[config.mk]
export PLATFORM = sky130hd
export DESIGN_NAME = ps2_rx
export DESIGN_NICKNAME = d
export VERILOG_FILES = /design/src/rtl/ps2_pkg.sv /design/src/rtl/ps2_rx.sv
export SDC_FILE = /design/constraint.sdc
export NUM_CORES = 1
export LEC_CHECK = 0
export CAP_MARGIN = 25
export CORE_ASPECT_RATIO = 1.75
export CORE_MARGIN = 2
export CORE_UTILIZATION = 64
export CTS_BUF_LIST = sky130_fd_sc_hd__clkbuf_2
export CTS_CLUSTER_SIZE = 24
export DETAILED_ROUTE_END_ITERATION = 16
export DONT_BUFFER_PORTS = 1
export PLACE_DENSITY = 0.85
export SETUP_SLACK_MARGIN = 0.2
export SYNTH_ARGS = -nofsm -noshare
export SYNTH_HDL_FRONTEND = slang
export SYNTH_SLANG_ARGS = --single-unit
export TNS_END_PERCENT = 100
[constraint.sdc]
create_clock -name clk -period 2.57 [get_ports clk]
set_clock_uncertainty 0.05 [all_clocks]
set_input_delay 0.257 -clock clk [delete_from_list [all_inputs] [get_ports clk]]
set_output_delay 0.257 -clock clk [all_outputs]
set_load 0.01 [all_outputs]
[src/rtl/ps2_pkg.sv]
// Shared PS/2 definitions for the receiver and transmitter.
//   rx_state_t       receiver FSM state encoding
//   PS2_DATA_BITS    data bits per PS/2 frame
//   PS2_TIMEOUT_2MS  2 ms in 50 MHz clk cycles, used as the mid-frame watchdog
package ps2_pkg;

    typedef enum logic [1:0] {
        RX_IDLE,
        RX_DATA,
        RX_PARITY,
        RX_STOP
    } rx_state_t;

    localparam int PS2_DATA_BITS   = 8;
    localparam int PS2_TIMEOUT_2MS = 100000;

endpackage

[src/rtl/ps2_rx.sv]
// PS/2 device-to-host receiver. Deserialises 11-bit frames (start 0, 8 data bits
// LSB first, odd parity, stop 1) and detects the device line-ack that closes a
// host-to-device transfer.
//
// state     | meaning
// ----------+---------------------------------------------------------
// RX_IDLE   | waiting for a start bit (or a line-ack while tx_ack_wait)
// RX_DATA   | shifting in the 8 data bits
// RX_PARITY | capturing the parity bit
// RX_STOP   | checking the stop bit, then reporting the frame result
//
// Ports:
//   clk, rst          system clock, asynchronous active-high reset
//   ps2_clk_negedge   1-cycle pulse on each synchronised PS/2 clock fall
//   ps2_data_i        synchronised PS/2 data line
//   rx_inhibit        transmitter owns the bus; no frame start, rising edge aborts a frame
//   tx_ack_wait       transmitter awaits the device line-ack
//   rx_data           last good byte, held until the next good frame
//   rx_valid / rx_parity_err / rx_frame_err / rx_timeout / rx_ack   1-cycle event pulses
//   rx_busy           receiver is inside a frame
module ps2_rx
    import ps2_pkg::*;
#(
    parameter int TIMEOUT_CYCLES = PS2_TIMEOUT_2MS,
    parameter int TMO_W          = 17
) (
    input  logic       clk,
    input  logic       rst,
    input  logic       ps2_clk_negedge,
    input  logic       ps2_data_i,
    input  logic       rx_inhibit,
    input  logic       tx_ack_wait,
    output logic [7:0] rx_data,
    output logic       rx_valid,
    output logic       rx_parity_err,
    output logic       rx_frame_err,
    output logic       rx_timeout,
    output logic       rx_ack,
    output logic       rx_busy
);

    localparam logic [TMO_W-1:0] TMO_LAST = TMO_W'(TIMEOUT_CYCLES - 1);
    localparam logic [TMO_W-1:0] TMO_ONE  = TMO_W'(1);
    localparam logic [3:0]       LAST_BIT = 4'(PS2_DATA_BITS - 1);

    rx_state_t        state, state_next;
    logic [3:0]       bit_cnt, bit_cnt_next;
    logic [7:0]       shift, shift_next;
    logic             par_bit, par_next;
    logic [TMO_W-1:0] tmo_cnt, tmo_next;
    logic             inhibit_q;
    logic [7:0]       data_next;
    logic             valid_next, par_err_next, frame_err_next, tmo_pulse_next, ack_next;
    logic             abort, tmo_hit;

    always_ff @(posedge clk or posedge rst) begin
        if (rst) begin
            state         <= RX_IDLE;
            bit_cnt       <= '0;
            shift         <= '0;
            par_bit       <= 1'b0;
            tmo_cnt       <= '0;
            inhibit_q     <= 1'b0;
            rx_data       <= '0;
            rx_valid      <= 1'b0;
            rx_parity_err <= 1'b0;
            rx_frame_err  <= 1'b0;
            rx_timeout    <= 1'b0;
            rx_ack        <= 1'b0;
            rx_busy       <= 1'b0;
        end else begin
            state         <= state_next;
            bit_cnt       <= bit_cnt_next;
            shift         <= shift_next;
            par_bit       <= par_next;
            tmo_cnt       <= tmo_next;
            inhibit_q     <= rx_inhibit;
            rx_data       <= data_next;
            rx_valid      <= valid_next;
            rx_parity_err <= par_err_next;
            rx_frame_err  <= frame_err_next;
            rx_timeout    <= tmo_pulse_next;
            rx_ack        <= ack_next;
            rx_busy       <= (state_next != RX_IDLE);
        end
    end

    always_comb begin
        state_next     = state;
        bit_cnt_next   = bit_cnt;
        shift_next     = shift;
        par_next       = par_bit;
        data_next      = rx_data;
        valid_next     = 1'b0;
        par_err_next   = 1'b0;
        frame_err_next = 1'b0;
        tmo_pulse_next = 1'b0;
        ack_next       = 1'b0;
        tmo_next       = '0;

        if (state != RX_IDLE) begin
            tmo_next = ps2_clk_negedge ? '0 : tmo_cnt + TMO_ONE;
        end

        // Transmitter grabbing the bus kills a frame silently; a negedge in the
        // same cycle as the last watchdog count keeps the frame alive.
        abort   = rx_inhibit && !inhibit_q && (state != RX_IDLE);
        tmo_hit = (state != RX_IDLE) && !ps2_clk_negedge && (tmo_cnt == TMO_LAST);

        if (abort) begin
            state_next = RX_IDLE;
        end else if (tmo_hit) begin
            state_next     = RX_IDLE;
            tmo_pulse_next = 1'b1;
        end else if (ps2_clk_negedge) begin
            case (state)
                RX_IDLE: begin
                    if (!ps2_data_i) begin
                        if (tx_ack_wait) begin
                            ack_next = 1'b1;
                        end else if (!rx_inhibit) begin
                            state_next   = RX_DATA;
                            bit_cnt_next = '0;
                        end
                    end
                end
                RX_DATA: begin
                    shift_next   = {ps2_data_i, shift[7:1]};
                    bit_cnt_next = bit_cnt + 4'd1;
                    if (bit_cnt == LAST_BIT) begin
                        state_next = RX_PARITY;
                    end
                end
                RX_PARITY: begin
                    par_next   = ps2_data_i;
                    state_next = RX_STOP;
                end
                RX_STOP: begin
                    state_next = RX_IDLE;
                    if (!ps2_data_i) begin
                        frame_err_next = 1'b1;
                    end else if (^{shift, par_bit} == 1'b0) begin
                        par_err_next = 1'b1;
                    end else begin
                        data_next  = shift;
                        valid_next = 1'b1;
                    end
                end
                default: state_next = RX_IDLE;
            endcase
        end

        if (state_next == RX_IDLE) begin
            tmo_next = '0;
        end
    end

endmodule

==> run_results.csv <==
group,metric,value,unit
place,place_inst,235,
yosys,synth_edf_count,0,
final_layout,nFillCells,225,
power,finalPower,2.12,mW
final_layout,num_antenna_cells,0,
sta,max-slew-margin-rel,41.6,%
routing,drcViolationCount,0,
global_route,track_usage,24.6,%
worst_setup_path,cp.required,2820,ps
yosys,ys_types,31,
sta,finalSetupTns,0,ps
floorplan,die_w,47.6,um
worst_setup_path,cpMostUsedCell,"nand3_1",
sta,fin_crit_sh,82.0,%
worst_setup_path,path_max_fanout,17,
routing,drtPass1Iterations,4,
clock_tree,post_cts_resize_count,0,
clock_tree,cts_inserted_buffers,5,
yosys,synthesis.nets,204,
sta,max_freq,474,MHz
worst_setup_path,rr_worst_depth,6,
sta,slew_violations,0,
yosys,yosysSeqAreaShare,55.3,%
worst_setup_path,cp_top_family,"simple AND/OR/NAND/NOR gates",
clock_tree,clock-root-buffer,"clkbuf_2",
routing,detail-route-antenna-nets,0,
worst_setup_path,cp-endpoint,"tmo_cnt[5]$_DFF_PP0_",
worst_setup_path,r2r-end,"tmo_cnt[5]$_DFF_PP0_",
worst_setup_path,crit_cells,6,
global_route,grt_max_degree,27,
yosys,yosysTopAreaCell,"dfrtp_1",
clock_tree,cts_tree,"yes",
sta,period_needed,2110,ps
clock_tree,clkSlewWorstSetupHoldPaths,230,ps
place,gp_congestion,0.790,
yosys,yosysMostFrequentCell,"dfrtp_1",
routing,viasPerCell,5.96,
place,hpwl,2880,um
run_status,status,"finished clean",
clock_tree,cts_num_sinks,47,
sta,rsz0062_at_grt,"false",
worst_setup_path,startpoint,"tmo_cnt[0]$_DFF_PP0_",
worst_setup_path,cp-end-kind,"register",
place,dp_slack,489,ps
global_route,antenna_found_initial,0,
routing,drt_iter0_markers,36,
global_route,grt_pass1_wl,6750,um
sta,hold_viol,0,
hold_path,whs_path_depth,2,
floorplan,start_util,66.9,%
worst_setup_path,crit_path_cell_trace,"ha_1 > nand3_1 > nor3_1 > nand4_1 > nand3_1 > nor2_1",
worst_setup_path,r2r_slack,460,ps
worst_setup_path,critical_path_class,"register to register",
routing,wl,4090,um
yosys,netlist.area_leader.share,55.3,%
yosys,synth_common_cells,"dfrtp_1, nor2_1, nand2_1",
worst_setup_path,reg2reg_from,"tmo_cnt[0]$_DFF_PP0_",
routing,num_vias,1495,
power,p_leak,1.02,nW
yosys,synth_area_leaders,"dfrtp_1, mux2_2, xnor2_1, nor2_1, xor2_1",
yosys,synth_area,2130,sq um
hold_path,hp-class,"primary input to register",
clock_tree,htreeDepth,2,
sta,worst_pin_slew,870,ps
routing,routedWlPerCell,16.3,um
final_layout,fin_nets,215,
floorplan,die_h,80.2,um
floorplan,design.die.area,3820,sq um
final_layout,stdcell_count,251,
yosys,synth_warnings,0,
sta,fin_ws,462,ps
yosys,synth.avg_cell_area,10.8,sq um
final_layout,drive_gt1_share,12.5,%
yosys,synthCells,196,
flow_run,maxCapViolations,0,
power,p_per_area,917,nW/um^2
final_layout,postLayoutCoreUtil,72.9,%
yosys,synthFlopType,"dfrtp_1",
global_route,grt-ovfl-total,0,
floorplan,num_rows,27,
worst_setup_path,critical_path_buf_inv_count,0,
worst_setup_path,critPathSlowestCell,"nand3_1",
floorplan,ios,20,
worst_setup_path,slowest_delay,500,ps
worst_setup_path,arrival,2360,ps
power,irDropWorstVdd,0.000746,V
final_layout,syn2layout_area_growth,8.95,%
floorplan,core,3180,sq um
yosys,async_reset_ff_share,100,%
worst_setup_path,start_kind,"register",
sta,setup_viol,0,
clock_tree,max-clock-path-buffers,2,
yosys,ys_ff_latch,47,
global_route,first_global_vias,1538,
place,numPortBuffers,0,
clock_tree,worstSkewPairLatency,420,ps
## power breakdown
part	switching [mW]	internal (mW)	leakage, nW
Clock	0.239	0.165	0.0429
Combinational	0.354	0.347	0.350
Sequential	0.152	0.865	0.626
Total	0.745	1.38	1.02
## how the worst min path moves through the flow
| stage | startpoint | end |
|---|---|---|
| final | ps2_clk_negedge | par_bit$_DFFE_PP0P_ |
| after global routing | ps2_clk_negedge | par_bit$_DFFE_PP0P_ |
| after CTS | ps2_clk_negedge | rx_timeout$_DFF_PP0_ |
| after detailed placement | rst | shift[2]$_DFFE_PP0P_ |
| after global placement | rst | tmo_cnt[4]$_DFF_PP0_ |
| after floorplan | rx_inhibit | inhibit_q$_DFF_PP0_ |
## what timing repair did
| item | in CTS | in global routing |
|---|---|---|
| endpoints found under the hold margin | 32 | 1 |
| buffers inserted | 0 | 0 |
| hold buffers | 7 | 1 |
## cells in the final DEF (no fill, tap or decap), types with 2 or more instances in the layout
master | Yosys | routed
nand3_1 | 14 | 14
nand4_1 | 3 | 3
xor2_1 | 9 | 9
nand2_1 | 16 | 16
nor3_1 | 3 | 3
nor2b_1 | 3 | 3
ha_1 | 2 | 2
clkbuf_2 | 0 | 5
nor4_1 | 4 | 4
nor2_1 | 27 | 27
mux2_2 | 15 | 15
dlygate4sd3_1 | 0 | 8
dfrtp_1 | 47 | 47
or3_1 | 2 | 2
o21ai_0 | 9 | 9
xnor2_1 | 13 | 13
and3_1 | 2 | 2
inv_1 | 7 | 6
a21oi_1 | 3 | 3
## layout make-up
type / instances / area [sq um] / area share (%)
Sequential cell: 47 / 1180 / 50.8
Multi-Input combinational cell: 137 / 903 / 39.0
Clock buffer: 5 / 25.0 / 1.08
Clock inverter: 3 / 43.8 / 1.89
Inverter: 7 / 26.3 / 1.13
Timing Repair Buffer: 9 / 87.6 / 3.78
Tap cell: 43 / 53.8 / 2.32
## routing by layer
| metal | share of wire [%] | vias up | track usage, % |
|---|---|---|---|
| met1 | 37 | 749 | 25.4 |
| met4 | 1.4 | 0 | 8.38 |
| met2 | 57 | 56 | 45.1 |
| li1 | - | 684 | - |
| met3 | 4.2 | 6 | 5.62 |
| met5 | 0 | - | 0 |
## cells by family (layout without fill, tap and decap cells)
logic type / count (synthesis) / after routing / synth area share [%]
compound gates: 16 / 16 / 4.30
xor+xnor: 23 / 23 / 9.83
fa+ha+maj: 2 / 2 / 1.18
buf+inv: 12 / 24 / 2.18
flops: 47 / 47 / 55.3
mux: 17 / 17 / 9.48
simple gates: 79 / 79 / 17.7
## worst register-to-register path, delay by kind of cell (launching register included)
kind	cells	cell delay, ps
simple gates	5	1290
flops	1	450
fa+ha+maj	1	200
## flip-flops by register name, summed over array words and instances, names as in the netlist
| name | flops |
|---|---|
| bit_cnt | 4 |
| inhibit_q | 1 |
| par_bit | 1 |
| rx_ack | 1 |
| rx_busy | 1 |
| rx_data | 8 |
| rx_frame_err | 1 |
| rx_parity_err | 1 |
| rx_timeout | 1 |
| rx_valid | 1 |
| shift | 8 |
| state | 2 |
| tmo_cnt | 17 |
## metrics by stage
stage | instance area (sq um) | hold slack (ps)
4_1_cts | 2310 | 11.1
6_report | 2320 | 28.9
3_5_place_dp | 2170 | 199
3_3_place_gp | 2170 | 184
2_1_floorplan | 2130 | 238
5_1_grt | 2320 | 11.1
No activity file was read; power rests on OpenSTA's default activity.
